==> src/rtl/usb_trn_control.sv <==
// usb_trn_control: USB device transaction sequencer (endpoint select, DATA0/DATA1 toggles, handshake/IN-data decisions).
// Latency: token or end-of-data strobe to request/pulse is one cycle; requests are held until tx_done_i.
// Backpressure: decoder strobes are never stalled; the transmitter paces via tx_done_i, host waits bounded by TIMEOUT.
module usb_trn_control #(
  parameter int NUM_EP  = 4,
  parameter int TIMEOUT = 96
) (
  input  logic              clock,
  input  logic              reset_n,
  input  logic              trn_start_i,
  input  logic [1:0]        trn_type_i,
  input  logic [3:0]        trn_endpoint_i,
  input  logic              rx_trn_end_i,
  input  logic [1:0]        rx_trn_type_i,
  input  logic              crc_err_i,
  input  logic              trn_hsk_recv_i,
  input  logic [1:0]        trn_hsk_type_i,
  input  logic [NUM_EP-1:0] ep_ready_i,
  input  logic [NUM_EP-1:0] ep_has_data_i,
  input  logic [NUM_EP-1:0] ep_stall_i,
  output logic [3:0]        ep_sel_o,
  output logic              out_commit_o,
  output logic              out_discard_o,
  output logic              in_done_o,
  output logic              in_retry_o,
  output logic              tx_hsk_req_o,
  output logic [1:0]        tx_hsk_type_o,
  output logic              tx_data_req_o,
  output logic [1:0]        tx_data_pid_o,
  input  logic              tx_done_i
);

  localparam int          EPW        = (NUM_EP > 1) ? $clog2(NUM_EP) : 1;
  localparam logic [4:0]  NUM_EP_W   = 5'(NUM_EP);
  localparam logic [15:0] TIMER_LAST = 16'(TIMEOUT - 1);

  localparam logic [1:0] TOK_IN    = 2'b10;
  localparam logic [1:0] TOK_SETUP = 2'b11;
  localparam logic [1:0] TOK_RSVD  = 2'b01;
  localparam logic [1:0] HSK_ACK   = 2'b00;
  localparam logic [1:0] HSK_NAK   = 2'b10;
  localparam logic [1:0] HSK_STALL = 2'b11;
  localparam logic [1:0] PID_DATA0 = 2'b00;
  localparam logic [1:0] PID_DATA1 = 2'b10;

  typedef enum logic [2:0] {
    S_IDLE, S_WAIT_DATA, S_SEND_HSK, S_SEND_DATA, S_WAIT_HSK
  } state_t;

  state_t            state_q, state_d;
  logic [3:0]        ep_sel_q;
  logic              setup_q, setup_d;
  logic [1:0]        hsk_type_q, hsk_type_d;
  logic [15:0]       timer_q;
  logic [NUM_EP-1:0] out_tog_q, in_tog_q;
  logic              commit_q, commit_d, discard_q, discard_d;
  logic              done_q, done_d, retry_q, retry_d;
  logic              load_ep, setup_tog_set, out_tog_flip, in_tog_flip;
  logic [EPW-1:0]    cur_idx, tok_idx;
  logic              tok_ep_ok, timeout_hit;
  logic [1:0]        exp_pid;

  assign cur_idx     = ep_sel_q[EPW-1:0];
  assign tok_idx     = trn_endpoint_i[EPW-1:0];
  assign tok_ep_ok   = ({1'b0, trn_endpoint_i} < NUM_EP_W);
  assign timeout_hit = (timer_q == TIMER_LAST);
  assign exp_pid     = out_tog_q[cur_idx] ? PID_DATA1 : PID_DATA0;

  // State register; reset drops straight back to IDLE from anywhere.
  always_ff @(posedge clock or negedge reset_n) begin
    if (!reset_n) state_q <= S_IDLE;
    else          state_q <= state_d;
  end

  // Next-state and transaction outcome decisions.
  always_comb begin
    state_d       = state_q;
    setup_d       = setup_q;
    hsk_type_d    = hsk_type_q;
    commit_d      = 1'b0;
    discard_d     = 1'b0;
    done_d        = 1'b0;
    retry_d       = 1'b0;
    load_ep       = 1'b0;
    setup_tog_set = 1'b0;
    out_tog_flip  = 1'b0;
    in_tog_flip   = 1'b0;
    case (state_q)
      S_IDLE: begin
        if (trn_start_i && tok_ep_ok && (trn_type_i != TOK_RSVD)) begin
          load_ep = 1'b1;
          setup_d = (trn_type_i == TOK_SETUP);
          if (trn_type_i != TOK_IN) begin
            state_d = S_WAIT_DATA;
          end else if (ep_stall_i[tok_idx]) begin
            state_d    = S_SEND_HSK;
            hsk_type_d = HSK_STALL;
          end else if (!ep_has_data_i[tok_idx]) begin
            state_d    = S_SEND_HSK;
            hsk_type_d = HSK_NAK;
          end else begin
            state_d = S_SEND_DATA;
          end
        end
      end
      S_WAIT_DATA: begin
        if (trn_start_i) begin
          // A new token abandons the transaction silently.
          state_d = S_IDLE;
        end else if (rx_trn_end_i) begin
          state_d = S_IDLE;
          if (crc_err_i) begin
            discard_d = 1'b1;
          end else if (setup_q) begin
            // SETUP is always accepted on DATA0 and resets both toggles to 1.
            if (rx_trn_type_i == PID_DATA0) begin
              state_d       = S_SEND_HSK;
              hsk_type_d    = HSK_ACK;
              commit_d      = 1'b1;
              setup_tog_set = 1'b1;
            end else begin
              discard_d = 1'b1;
            end
          end else if (ep_stall_i[cur_idx]) begin
            state_d    = S_SEND_HSK;
            hsk_type_d = HSK_STALL;
            discard_d  = 1'b1;
          end else if (rx_trn_type_i != exp_pid) begin
            // Retransmission of a packet already taken: ACK it again, drop the copy.
            state_d    = S_SEND_HSK;
            hsk_type_d = HSK_ACK;
            discard_d  = 1'b1;
          end else if (!ep_ready_i[cur_idx]) begin
            state_d    = S_SEND_HSK;
            hsk_type_d = HSK_NAK;
            discard_d  = 1'b1;
          end else begin
            state_d      = S_SEND_HSK;
            hsk_type_d   = HSK_ACK;
            commit_d     = 1'b1;
            out_tog_flip = 1'b1;
          end
        end else if (timeout_hit) begin
          state_d = S_IDLE;
        end
      end
      S_SEND_HSK: begin
        if (tx_done_i) state_d = S_IDLE;
      end
      S_SEND_DATA: begin
        if (tx_done_i) state_d = S_WAIT_HSK;
      end
      S_WAIT_HSK: begin
        if (trn_start_i) begin
          state_d = S_IDLE;
          retry_d = 1'b1;
        end else if (trn_hsk_recv_i) begin
          state_d = S_IDLE;
          if (trn_hsk_type_i == HSK_ACK) begin
            done_d      = 1'b1;
            in_tog_flip = 1'b1;
          end else begin
            retry_d = 1'b1;
          end
        end else if (timeout_hit) begin
          state_d = S_IDLE;
          retry_d = 1'b1;
        end
      end
      default: state_d = S_IDLE;
    endcase
  end

  // Transaction context, wait timer, toggles and one-cycle pulses.
  always_ff @(posedge clock or negedge reset_n) begin
    if (!reset_n) begin
      ep_sel_q   <= '0;
      setup_q    <= 1'b0;
      hsk_type_q <= '0;
      timer_q    <= '0;
      out_tog_q  <= '0;
      in_tog_q   <= '0;
      commit_q   <= 1'b0;
      discard_q  <= 1'b0;
      done_q     <= 1'b0;
      retry_q    <= 1'b0;
    end else begin
      commit_q   <= commit_d;
      discard_q  <= discard_d;
      done_q     <= done_d;
      retry_q    <= retry_d;
      setup_q    <= setup_d;
      hsk_type_q <= hsk_type_d;
      if (load_ep) ep_sel_q <= trn_endpoint_i;
      if (state_d != state_q)    timer_q <= '0;
      else if (timer_q != 16'hFFFF) timer_q <= timer_q + 16'd1;
      if (setup_tog_set) begin
        out_tog_q[cur_idx] <= 1'b1;
        in_tog_q[cur_idx]  <= 1'b1;
      end
      if (out_tog_flip) out_tog_q[cur_idx] <= ~out_tog_q[cur_idx];
      if (in_tog_flip)  in_tog_q[cur_idx]  <= ~in_tog_q[cur_idx];
    end
  end

  // Transmitter requests follow the state; PID tracks the selected EP's IN toggle.
  always_comb begin
    tx_hsk_req_o  = (state_q == S_SEND_HSK);
    tx_data_req_o = (state_q == S_SEND_DATA);
    tx_hsk_type_o = hsk_type_q;
    tx_data_pid_o = in_tog_q[cur_idx] ? PID_DATA1 : PID_DATA0;
  end

  assign ep_sel_o      = ep_sel_q;
  assign out_commit_o  = commit_q;
  assign out_discard_o = discard_q;
  assign in_done_o     = done_q;
  assign in_retry_o    = retry_q;

endmodule
==> config.mk <==
export PLATFORM = sky130hd
export DESIGN_NAME = usb_trn_control
export DESIGN_NICKNAME = d
export VERILOG_FILES = /design/src/rtl/usb_trn_control.sv
export SDC_FILE = /design/constraint.sdc
export NUM_CORES = 1
export LEC_CHECK = 0
export CORE_UTILIZATION = 46
export CTS_CLUSTER_SIZE = 20
export DETAILED_ROUTE_END_ITERATION = 8
export PLACE_DENSITY = 0.72
export SLEW_MARGIN = 10
export SYNTH_ARGS = -nofsm -noshare
export SYNTH_HDL_FRONTEND = slang
export SYNTH_SLANG_ARGS = --single-unit
==> constraint.sdc <==
create_clock -name clock -period 2.4 [get_ports clock]
set_input_delay 0.48 -clock clock [delete_from_list [all_inputs] [get_ports clock]]
set_output_delay 0.48 -clock clock [all_outputs]
set_load 0.01 [all_outputs]
; ---- Word level (Yosys, flattened, before mapping)
; Index checks and enable logic that the tools add are counted.
[word_totals]
elab_cells = 139
regBits = 38
[op_classes]
n_addsub = 1
n_reduce_logical = 10
n_lt_le_gt_ge = 4
mux = 91
n_eq_ne = 18
bitwise = 4
[ops]
columns = op, count
row1 = 1-bit 2-to-1 mux, 48
row2 = 16-bit 2-to-1 mux, 2
row3 = 2-bit 2-to-1 mux, 16
row4 = 3-bit 2-to-1 mux, 10
row5 = "16-bit by 1-bit adder with 16-bit output, second input constant", 1
row6 = "16-bit by 7-bit == test with 1-bit output, second input constant", 1
row7 = 4-bit 2-to-1 mux, 4
row8 = "16-bit != test, second input constant", 1
row9 = 3-bit one-hot mux with 5 select lines, 1
row10 = 1-bit binary-select mux with 2-bit select, 6
row11 = "2-bit != test, second input constant", 6
row12 = 4-bit bitwise mux, 2
row13 = 4-bit OR, 2
row14 = 8-bit AND reduction, 1
row15 = "3-bit by 2-bit == test with 1-bit output, second input constant", 2
row16 = "2-bit by 3-bit < comparator with 1-bit output, second input constant", 2
row17 = "3-bit != test, second input constant", 2
row18 = 2-bit logical NOT, 2
row19 = "4-bit by 3-bit < comparator with 1-bit output, second input constant", 1
row20 = 2-bit one-hot mux with 2 select lines, 1
row21 = 2-bit nonzero test, 2
row22 = "3-bit by 1-bit == test with 1-bit output, second input constant", 1
row23 = "3-bit == test, second input constant", 1
row24 = 1-bit logical AND, 3
row25 = other kinds (9), 10

; ---- Depth between registers and ports, before layout
; Gate-level depths: netlist (run 1).
[logic_depth]
ltp_word = 12
ltp_mapped = 7
ltp_nobuf = 6

; ---- Worst setup path before layout (run 1)
; Ideal clock, no wire load.
[synth_path]
path_kind = reg-to-reg
start = reg ep_sel_q[1] (netlist: ep_sel_o[1])
end = reg out_tog_q[0]
setup_slack_ns = 0.474
n_path_buf = 1
arrival_ns = 1.799
stages_incl_launch_ff = 7
required_time_ns = 2.273
setup_ns = 0.127
path_cell_list = dfrtp_1 -> clkbuf_1 -> inv_1 -> mux4_2 -> or3b_2 -> o22ai_1 -> a21oi_1
[synth_via]
elab_chain_len = 12
[synth_rtl]
columns = item, line
row1 = from (decl), 51  ; logic [3:0] ep_sel_q;
row2 = from (signal assigned), 194  ; if (load_ep) ep_sel_q <= trn_endpoint_i;
row3 = 1-bit binary-select mux with 2-bit select, "67, 201"
row4 = 1-bit 2-to-1 mux (not written as such), "67, 201"
row5 = 2-bit 2-to-1 mux, 67  ; assign exp_pid = out_tog_q[cur_idx] ? PID_DATA1 : PID_DATA0;
row6 = 2-bit != test, 128  ; end else if (rx_trn_type_i != exp_pid) begin
row7 = 1-bit 2-to-1 mux, 128
row8 = 1-bit 2-to-1 mux, 124  ; end else if (ep_stall_i[cur_idx]) begin
row9 = 1-bit 2-to-1 mux, 114  ; end else if (setup_q) begin
row10 = 1-bit 2-to-1 mux, 112  ; if (crc_err_i) begin
row11 = 1-bit 2-to-1 mux, 110  ; end else if (rx_trn_end_i) begin
row12 = 1-bit 2-to-1 mux, 107  ; if (trn_start_i) begin
row13 = 1-bit 2-to-1 mux, 88  ; case (state_q)
row14 = 4-bit 2-to-1 mux *, 201  ; if (out_tog_flip) out_tog_q[cur_idx] <= ~out_tog_q[cur_idx];
row15 = "to (signal, indexed assignment)", 201
row16 = to (decl), 55  ; logic [NUM_EP-1:0] out_tog_q, in_tog_q;
; Every way passes the cells marked *; elsewhere a longest branch is shown, timed or not. The select of a mux whose other input is x is not followed.
; A chain may end at the register's enable or synchronous reset.

; ---- Worst setup path after layout (run 1)
[layout_path]
start = reg state_q[1]
end = out tx_hsk_req_o
[layout_via]
elab_chain_len = 1
[layout_rtl]
columns = item, line
row1 = from (decl), 50  ; state_t state_q, state_d;
row2 = from (signal assigned), 72  ; else state_q <= state_d;
row3 = 3-bit by 2-bit == test with 1-bit output, 208  ; tx_hsk_req_o = (state_q == S_SEND_HSK);
row4 = to (decl), 26  ; output logic tx_hsk_req_o,
; No other way between the ends.

==> out/summary.txt, run 1 <==
Outcome - finished, violations left
Violated checks - design-rule violations
Final Critical Period - 2228 ps
Placed cells - 320
Cells after synthesis - 226
Top delay family on crit path - buffers and inverters
EDFF count, synth - 0
Routability cong. - 0.9014
Hold_buf cts - 0
Clock Tree Buf Depth - 2
Nets - 305
CP Data Arrival Time - 1750 ps
Startpoint types - flip-flop
TritonCTS buffer count - 5
Slew HR - 42.35%
CTS tree - built
Final Skew - 7.643 ps
Post-CTS setup repair buffer count - 0
Clk slew on worst S/H paths - 80 ps
Grt total ovfl - 0
WL per Instance - 15.42 um
Synth Register Bits - 38
Post-route setup slack - 171.9 ps
Vias in the first global route - 1840
Post-cts sizing count - 0
Synthesized Nets - 256
Post-Syn Area - 2188 um2
H-tree depth - 2
Reg2reg path depth - 5
WP buf/inv - 1
Ports - 43
# setup viols final - 0
Post-place setup slack - -99.94 ps
Worst-Margin Slew - 864.7 ps
Critical path's slowest cell - clkdlybuf4s50_1
Core box area - 4474 um2
Slowest stage delay, CP - 540 ps
Static leakage - 1.196 nW
Initial core utilization - 48.91%
Register area share after synthesis - 43.45%
Max VDD drop - 356.4 uV
# DRC - 6
Cell Rows - 24
CP Class - flip-flop to output port
Worst path required time - 1920 ps
Total routed wirelength - 5058 um
Finished Layout Cells - 328
Die X - 70.98 um
Crit-path cells - or2b_1, nor2_1, clkdlybuf4s50_1
Library cells used by synthesis - 47
Syn. warnings - 0
Later-pin clock latency in the skew report - 280 ps
Maximum operating frequency - 0.4488 GHz
DRT iter0 DRCs - 167
GR Util All Layers - 22.03%
Hold Crit Class - input port to asynchronous set/reset pin
Worst reg-to-reg setup slack - 230 ps
Max Slew Vio Count - 0
Crit-path max FO - 10
Max cap viols - 0
Antenna Cells - 0
P&R area growth vs syn - 28.87%
Worst r2r src - state_q[1]
Vias - 1917
# port buffers - 41
Initial antenna violation count - 0
Final period util - 92.84%
Avg Cell Area, Syn - 9.683 um2
Async SR Flop Fraction - 100.0%
Die H - 70.98 um
Largest net degree at the start of global routing - 39
RSZ-0062 raised after global routing - no
Post-DP HPWL - 3705 um
Avg Vias per Cell - 5.845
First-pass GRT wire length - 8659 um
Pwr/cell area - 661.8 nW/um2
Root Buffer - clkbuf_8
Fin Setup TNS - 0 ps
Layout cells sized above 1 - 11.96%
First-pass DRT Iterations - 9
Clock Sinks - 38
Worst setup EP type - output port
Final Hold Fails - 0
Final ANT Viol Nets - 0
Main synth FF type - dfrtp_1
Die ar. - 5037 um2
RR Endpoint - out_tog_q[0]
## how the worst max path moves through the flow
stage | cells after the start | end | from
2_1_floorplan | 6 | out_tog_q[0] | ep_sel_o[1]
3_3_place_gp | 7 | timer_q[7] | trn_endpoint_i[0]
3_5_place_dp | 6 | out_tog_q[3] | trn_start_i
4_1_cts | 6 | out_tog_q[0] | trn_start_i
5_1_grt | 6 | out_tog_q[2] | trn_start_i
6_report | 3 | tx_hsk_req_o | state_q[1]
## flip-flops by register name (all words and copies together) (netlist names)
name,cells
ep_sel_o,4
in_done_o,1
in_retry_o,1
in_tog_q,4
out_commit_o,1
out_discard_o,1
out_tog_q,4
setup_q,1
state_q,3
timer_q,16
tx_hsk_type_o,2
## cell usage in the layout, fill, tap and decap left out, drive strengths merged, types with 3 or more instances in the layout
cell type	instances
and3	10
a21oi	18
inv	9
o21ai	11
o22ai	5
buf	9
a31oi	7
clkdlybuf4s50	40
xnor2	9
and2	3
nor2	24
mux4	7
nand3	9
nand2b	6
nor4	3
clkbuf	6
nor2b	5
a211oi	3
o31ai	4
dfrtp	38
nor3	9
nand2	13
## metal layers
layer / up-vias / part of all wire (%) / GRT usage [%]
met4: 0 / 0.85 / 6.889
met5: - / 0 / 0
met3: 5 / 7.0 / 4.558
li1: 922 / - / -
met2: 80 / 46 / 33.65
met1: 910 / 46 / 31.64
## cell families after synthesis
kind of cell / count (synthesis) / synth area share [%]
compound gates: 54 / 15.15
xor+xnor: 9 / 3.602
fa+ha+maj: 1 / 0.5717
buf+inv: 16 / 4.002
flops: 38 / 43.45
mux: 11 / 9.148
other cells: 1 / 0.1714
simple gates: 96 / 23.90
## cell usage after synthesis (2+ instances only)
cell type,number,share of area [%]
o21ai_0,10,2.3
or2b_1,2,0.69
mux2_2,2,1.0
mux2i_1,2,0.91
buf_6,3,1.5
a21oi_1,18,4.1
nand2b_1,6,1.7
o31ai_1,4,1.4
o22ai_1,5,1.4
nor2b_1,5,1.4
clkbuf_1,2,0.34
nor2_1,23,3.9
nor4_1,3,0.86
inv_1,9,1.5
dfrtp_1,38,43
a211oi_1,3,1.0
a31oi_1,7,2.0
nand3_1,9,2.1
nor3_1,9,2.1
mux4_2,7,7.2
and3_1,10,2.9
xnor2_1,9,3.6
a21boi_0,2,0.69
and2_2,2,0.69
nand4_1,2,0.57
nand2_1,13,2.2
## power by group
group | internal [mW] | switching, mW
combinational | 0.231 | 0.202
sequential | 0.699 | 0.0675
clock | 0.443 | 0.224
total | 1.37 | 0.494
## area by class of cell
| class | instances | area [um2] |
|---|---|---|
| fill | 362 | 1654 |
| multi-input combinational | 172 | 1150 |
| sequential | 38 | 950.9 |
| timing repair buffer | 49 | 478.0 |
| clock buffer | 6 | 82.58 |
| tap | 52 | 65.06 |
| clock inverter | 2 | 60.06 |
| inverter | 9 | 33.78 |
## stage by stage
step	utilization (%)	hold slack (ps)	power, mW	area (um2)
2_1_floorplan	-	184.4	1.030	2188
3_3_place_gp	59.84	464.1	1.201	2678
3_5_place_dp	59.84	467.1	1.209	2678
4_1_cts	63.03	327.0	1.886	2820
5_1_grt	63.03	379.4	1.968	2820
6_report	63.03	302.3	1.866	2820
Note: power is estimated with default switching activity, not from simulation.
==> run 2, diff against run 1 <==
Settings changed: PLACE_DENSITY 0.72 to not set, PLACE_DENSITY_LB_ADDON set to 0.05.
==> out/summary.txt, run 2 (synthesized netlist as in run 1, its figures left out) <==
Static leakage - 1.186 nW
Nets - 308
Startpoint types - flip-flop
Crit-path max FO - 8
Vias in the first global route - 1770
Total power - 1.659 mW
Vias - 1885
Post-DP HPWL - 3762 um
Finished Layout Cells - 331
WL per Instance - 15.18 um
Most frequent cells in the layout - clkdlybuf4s50_1, dfrtp_1, nor2_1
Commonest non-fill, non-tap cell in the layout - clkdlybuf4s50_1
Avg Vias per Cell - 5.695
Worst-Margin Slew - 834.1 ps
Hold Crit Class - input port to asynchronous set/reset pin
Post-route setup slack - 148.2 ps
First-pass DRT Iterations - 6
Ports - 43
Final Skew - 2.766 ps
Final ANT Viol Nets - 0
# DRC - 5
Core box area - 4474 um2
Crit-path cells - mux4_2, clkdlybuf4s50_1
Layout cells sized above 1 - 13.26%
Worst reg-to-reg setup slack - 400 ps
Fin Setup TNS - 0 ps
Max cap viols - 0
Reg2reg path depth - 6
P&R area growth vs syn - 27.79%
Outcome - finished, violations left
Pwr/cell area - 593.1 nW/um2
Largest net degree at the start of global routing - 39
GR Util All Layers - 21.37%
Worst path required time - 1920 ps
RR Endpoint - out_tog_q[0]
TritonCTS buffer count - 5
Violated checks - design-rule violations
Initial antenna violation count - 0
Die X - 70.98 um
Number of flip-flops in the largest register - 16
Final Hold Fails - 0
Later-pin clock latency in the skew report - 280 ps
Post-place setup slack - -153.6 ps
DRT iter0 DRCs - 72
Final Critical Period - 2252 ps
Root Buffer - clkbuf_8
Grt total ovfl - 0
Initial core utilization - 48.91%
Clock Sinks - 38
Placed cells - 323
Hold_buf cts - 0
Cell Rows - 24
Top delay family on crit path - multiplexers
Slew HR - 44.39%
CP Data Arrival Time - 1770 ps
Critical path's slowest cell - mux4_2
Biggest register - timer_q
Worst setup EP type - output port
Clock Tree Buf Depth - 2
Post-CTS setup repair buffer count - 0
First-pass GRT wire length - 8493 um
Clk slew on worst S/H paths - 70 ps
# setup viols final - 0
Final period util - 93.83%
Maximum operating frequency - 0.4441 GHz
# port buffers - 41
RSZ-0062 raised after global routing - no
CP Class - flip-flop to output port
CTS tree - built
Max VDD drop - 409.9 uV
Slowest stage delay, CP - 530 ps
Total routed wirelength - 5026 um
Die ar. - 5037 um2
Hold slack final - 294.0 ps
WP buf/inv - 1
Max Slew Vio Count - 0
Worst r2r src - state_q[1]
Die H - 70.98 um
Routability cong. - 0.8053
Antenna Cells - 0
H-tree depth - 2
-- run 2: report_power, final --
part	internal, mW	switching, mW	leakage, nW
clock	0.231	0.219	0.0472
combinational	0.238	0.198	0.626
sequential	0.700	0.0736	0.512
-- run 2: repair_timing --
action / CTS / global route
endpoints found under the setup margin: 0 / 1
gates resized for setup: 0 / 1
endpoints found under the hold margin: 0 / 0
-- run 2: stage by stage --
step                utilization (%)  instance area [um2]
finish                        62.50                 2796
global route                  62.50                 2796
CTS                           62.47                 2795
detailed placement            60.35                 2700
global placement              60.35                 2700
floorplan                         -                 2188
-- run 2: cell type report --
| type | count | area [um2] |
|---|---|---|
| inverter | 9 | 33.78 |
| multi-input combinational | 172 | 1150 |
| sequential | 38 | 952.2 |
| clock buffer | 6 | 82.58 |
| clock inverter | 2 | 12.51 |
| timing repair buffer | 52 | 500.5 |
| fill | 384 | 1678 |
| tap | 52 | 65.06 |
-- run 2: worst max-delay path by stage --
stage | depth (start not counted) | startpoint | endpoint
5_1_grt | 7 | trn_endpoint_i[0] | timer_q[6]
3_3_place_gp | 7 | trn_endpoint_i[0] | timer_q[7]
2_1_floorplan | 6 | ep_sel_o[1] | out_tog_q[0]
3_5_place_dp | 7 | trn_endpoint_i[0] | timer_q[6]
4_1_cts | 2 | ep_sel_o[0] | tx_data_pid_o[1]
6_report | 2 | ep_sel_o[0] | tx_data_pid_o[1]
-- run 2: per-layer routing --
metal	global-route usage (%)	wire length, um	vias up
li1	-	-	929
met1	29.77	2439	890
met4	7.111	82	0
met3	4.986	319	11
met2	33.12	2183	55
met5	0	0	-
==> RTL edit 1, RTL diff (config.mk and constraints of run 2) <==
Change the parameter `NUM_EP` from 4 to 16.
--- a/src/rtl/usb_trn_control.sv
+++ b/src/rtl/usb_trn_control.sv
@@ -2,7 +2,7 @@
 // Latency: token or end-of-data strobe to request/pulse is one cycle; requests are held until tx_done_i.
 // Backpressure: decoder strobes are never stalled; the transmitter paces via tx_done_i, host waits bounded by TIMEOUT.
 module usb_trn_control #(
-  parameter int NUM_EP  = 4,
+  parameter int NUM_EP  = 16,
   parameter int TIMEOUT = 96
 ) (
   input  logic              clock,
Ports: changed (resized ep_has_data_i, ep_ready_i and ep_stall_i); port bits go from 43 to 79. The function was not compared with the original's and may differ.
==> RTL edit 1 against run 2 <==
The run ends with setup timing left. Utilization is 5.5 points higher. Sequential cell count is 24 higher. Worst setup slack worse by 0.31 ns. Total power is 130% higher. Clock skew is 0.0071 ns higher. Routed wire length is 100% higher. Synthesized area is 75% higher. Design area is 92% higher. Critical endpoint unchanged.
==> RTL edit 1: results (changes against run 2) <==
Critical path
  • Largest fanout on the critical path: 4 (-4)
  • CP Data Arrival Time: 2.08 ns (+0.31 ns)
  • R2R cell count: 10 (+4)
  • Reg2reg start: ep_sel_o[0]
  • Worst R2R Setup Slack: -0.12 ns (-0.52 ns)

Route
  • Vias per cell: 5.58 (-2.0%)
  • WL per Instance: 17.6 um (+16%)
  • Drt pass-1 iters: 5 (-1)

Timing
  • Layout Skew: 0.00985 ns (+0.00708 ns)
  • Final worst slack: -0.160 ns (-0.308 ns)
  • Hold_ws: 0.110 ns (-0.184 ns)
  • Total negative slack: -1.84 ns (-1.84 ns)
  • Setup Viol. Count Final: 18 (+18)

Pwr
  • Leak pwr: 2.34 nW (+98%)
  • Switch share: 31.8% (+2.3 points)

Global routing
  • Vias in the first global route: 3259 (+84%)
  • Total Routing Usage GR: 24.9% (+3.6 points)
  • Largest net degree at the start of global routing: 43 (+10%)
  • First-pass GRT wire length: 16400 um (+93%)

Synthesis
  • Synth top area cells: dfrtp_1 (41%), mux4_2 (7.1%), mux2i_1 (6.3%)
  • Cell variety after synth: 59 (+26%)
  • Synth Net Count: 423 (+65%)
  • Synth cell count leaders: dfrtp_1 (62), a21oi_1 (41), nor2_1 (41), mux2i_1 (24), a31oi_1 (17)

Placed design
  • Gp weighted congestion: 0.844 (+4.8%)
  • PortBufs: 77 (+88%)
  • HPWL after DPL: 7170 um (+91%)

Status
  • Failing checks: setup timing
  • Status: complete, but fails checks

Clock tree
  • CTS Buf Count: 9 (+4)
==> RTL edit 1: logic make-up after synthesis <==
family	count (synthesis)	share of synthesized area [%]
AO/OA/AOI/OAI	88	14.5
other	1	0.0981
adder cells (fa/ha/maj)	1	0.327
buffers and inverters	28	4.62
AND/OR/NAND/NOR	112	15.2
XOR/XNOR	13	3.18
multiplexers	52	21.5
flip-flops	62	40.6
==> RTL edit 1: through the flow <==
| step | std cells | total power [mW] |
|---|---|---|
| 3_3_place_gp | 557 | 2.58 |
| 4_1_cts | 578 | 3.78 |
| 6_report | 581 | 3.82 |
| 3_5_place_dp | 557 | 2.60 |
| 2_1_floorplan | 357 | 2.08 |
| 5_1_grt | 581 | 4.03 |
==> RTL edit 1: worst max path at each step <==
stage                       endpoint              start
floorplan              out_tog_q[15]        ep_sel_o[0]
global placement          timer_q[2]  trn_endpoint_i[0]
finish              tx_data_pid_o[1]        ep_sel_o[0]
CTS                     out_tog_q[0]        ep_sel_o[0]
detailed placement        timer_q[2]  trn_endpoint_i[0]
global route            out_tog_q[4]        ep_sel_o[0]
==> RTL edit 1: critical path, cell delays in order, from the launching register on <==
cell	delay (ns)
dfrtp_2	0.42
buf_6	0.12
mux4_2	0.50
mux4_2	0.54
buf_6	0.15
==> RTL edit 1: final cells by class <==
cell class | instances | area [um^2]
fillers | 625 | 2530
multi-input cells | 268 | 2210
flip-flops and latches | 62 | 1550
repair buffers | 127 | 1220
clock buffers | 13 | 169
well taps | 102 | 128
clock inverters | 3 | 65.1
inverters | 6 | 22.5
==> RTL edit 1: repair_timing <==
| action | CTS | global route |
|---|---|---|
| pin swaps | 5 | 7 |
| setup endpoints to repair | 37 | 36 |
| buffers inserted | 3 | 3 |
| gates resized for setup | 36 | 19 |
| gates cloned | 2 | 0 |
==> RTL edit 1: power groups by stage <==
stage	Sequential, mW	Combinational [mW]	Clock, mW
after floorplan	1.25	0.835	0
after global placement	1.28	1.30	0
after detailed placement	1.29	1.32	0
after CTS	1.27	1.43	1.09
after global routing	1.28	1.61	1.14
final	1.26	1.49	1.07
==> RTL edit 1: metal layers <==
layer	track usage, %	routed length [um]
met1	33.6	4670
met2	40.3	4790
met3	4.80	591
met4	8.72	165
met5	0	0
==> RTL edit 2, RTL diff (config.mk and constraints of run 2) <==
Made on the original files. Reset style: synchronous (`reset_n`), changed in 2 clocked blocks.
--- a/src/rtl/usb_trn_control.sv
+++ b/src/rtl/usb_trn_control.sv
@@ -67,7 +67,7 @@
   assign exp_pid     = out_tog_q[cur_idx] ? PID_DATA1 : PID_DATA0;
 
   // State register; reset drops straight back to IDLE from anywhere.
-  always_ff @(posedge clock or negedge reset_n) begin
+  always_ff @(posedge clock) begin
     if (!reset_n) state_q <= S_IDLE;
     else          state_q <= state_d;
   end
@@ -172,7 +172,7 @@
   end
 
   // Transaction context, wait timer, toggles and one-cycle pulses.
-  always_ff @(posedge clock or negedge reset_n) begin
+  always_ff @(posedge clock) begin
     if (!reset_n) begin
       ep_sel_q   <= '0;
       setup_q    <= 1'b0;
Behaviour: differs if reset_n is asserted again (counterexample within 4 cycles, from zero or initial values and one cycle with reset_n low); with reset_n held inactive, the same outputs for 4 cycles.
==> RTL edit 2 against run 2 <==
Worst setup slack lost 0.028 ns. Utilization is 3.2 points higher. Routed wire length shrank 9.0%. Synthesized area decreased by 6.6%. Worst hold slack improved by 0.19 ns. Sequential cell count unchanged. Design area is 2.7% lower. Critical path type is now in2reg. Largest cell class unchanged.
Power is not compared: it rests on default switching activity, and its combinational part moved more than twofold at a synthesized area within 25%.
==> RTL edit 2: results (changes against run 2) <==
Status
  • Status: finished, final reports clean

Route
  • Iter 0 DRT Violations: 85 (+18%)
  • WL final: 4570 um (-9.0%)
  • Drt pass-1 iters: 4 (-2)
  • Vias per cell: 5.65 (-0.72%)

Timing
  • Layout Skew: 0.00530 ns (+0.00253 ns)
  • Slew headroom: 61.9% (+18 points)
  • Tmin final: 2.28 ns (+0.0282 ns)

Synthesis
  • Synth top area cells: dfxtp_1 (37%), mux4_2 (5.5%), nor2_1 (5.0%)
  • Seq/Total Area, Yosys: 37.2% (-6.2 points)
  • Synth cell count leaders: dfxtp_1 (38), nor2_1 (27), a21oi_1 (15), nand3_1 (13), nand2_1 (11)
  • Synth Net Count: 261 (+2.0%)
  • Post-synth ARST share: 0% (-100 points)
  • Cell variety after synth: 54 (+15%)

Cells and area
  • Diodes inserted: 0 (unchanged)
  • Final-stage net count: 317 (+2.9%)
  • Share of layout cells above drive strength 1: 13.5% (+0.28 points)

Critical path
  • End of the critical path: timer_q[6]
  • Origin of the worst setup path: trn_endpoint_i[0]
  • Worst R2R Setup Slack: 0.28 ns (-0.12 ns)
  • Largest fanout on the critical path: 16 (+8)
  • R2R cell count: 5 (-1)
  • Critical path's top delay family: simple AND/OR/NAND/NOR gates
  • CP Data Arrival Time: 2.49 ns (+0.72 ns)
  • Crit Reg-Reg Endpoint: out_tog_q[3]
  • Delay of the slowest critical-path stage: 0.61 ns (+0.08 ns)
  • Reg2reg start: ep_sel_o[0]
  • CP max stage cell: or4_4

Placed design
  • Pre-CTS setup slack: -0.241 ns (-0.0871 ns)
  • Gp weighted congestion: 0.775 (-3.8%)
  • HPWL after DPL: 3470 um (-7.7%)

Global routing
  • Largest net degree at the start of global routing: 17 (-56%)
  • First-pass GRT wire length: 7360 um (-13%)
  • Total Routing Usage GR: 21.6% (+0.22 points)
  • Vias in the first global route: 1768 (-0.11%)

Hold path
  • Hold path depth: 1
  • Hold crit path type: reg2reg

Clock tree
  • Post-CTS Setup Repair Bufs: 0 (unchanged)
-- RTL edit 2: cell families (layout without fill, tap and decap cells) --
kind of cell / after synthesis / in the layout / share of synthesized area (%)
other: 1 / 1 / 0.184
XOR/XNOR: 6 / 6 / 2.57
AO/OA/AOI/OAI: 57 / 57 / 18.9
multiplexers: 9 / 9 / 8.27
buffers and inverters: 14 / 71 / 3.73
adder cells (fa/ha/maj): 1 / 1 / 0.612
flip-flops: 38 / 38 / 37.2
AND/OR/NAND/NOR: 105 / 105 / 28.5
-- RTL edit 2: worst register-to-register path, delay by kind of cell, from the launching register on --
family,cells,cell delay [ns]
and+or+nand+nor,1,0.22
AOI/OAI and AO/OA,3,0.74
muxes,1,0.57
DFF,1,0.46
-- RTL edit 2: worst min path at each step --
stage | endpoint | slack [ns]
floorplan | out_tog_q[0] | 0.43
global placement | out_tog_q[0] | 0.45
detailed placement | out_tog_q[0] | 0.47
CTS | out_tog_q[3] | 0.48
global route | out_tog_q[2] | 0.49
finish | out_tog_q[3] | 0.48
-- RTL edit 2: area by class of cell --
class | count | area, um^2
fillers | 353 | 1420
clock inverters | 3 | 68.8
flip-flops and latches | 38 | 762
inverters | 6 | 22.5
well taps | 50 | 62.6
multi-input cells | 179 | 1210
clock buffers | 5 | 68.8
repair buffers | 57 | 531
-- RTL edit 2: power by group --
group          internal, mW  switching (mW)  leakage (nW)
Sequential            0.638          0.0109         0.307
Clock                 0.416           0.240        0.0683
Combinational        0.0909          0.0616         0.630
Total                  1.15           0.313          1.01
-- RTL edit 2: what timing repair did --
action                     4_1_cts  5_1_grt
gates resized for setup          1        0
pin swaps                        0        1
setup endpoints to repair        1        6
hold endpoints to repair         0        0
-- RTL edit 2: routing by layer --
layer	wire length (um)	global-route usage (%)
met3	223	6.58
met1	2050	23.5
met2	2220	38.7
met5	0	0
met4	80	8.59
-- RTL edit 2: through the flow --
| stage | std cells | hold WS (ns) |
|---|---|---|
| after floorplan | 231 | 0.433 |
| after global placement | 330 | 0.454 |
| after detailed placement | 330 | 0.465 |
| after CTS | 338 | 0.479 |
| after global routing | 338 | 0.495 |
| final | 338 | 0.482 |
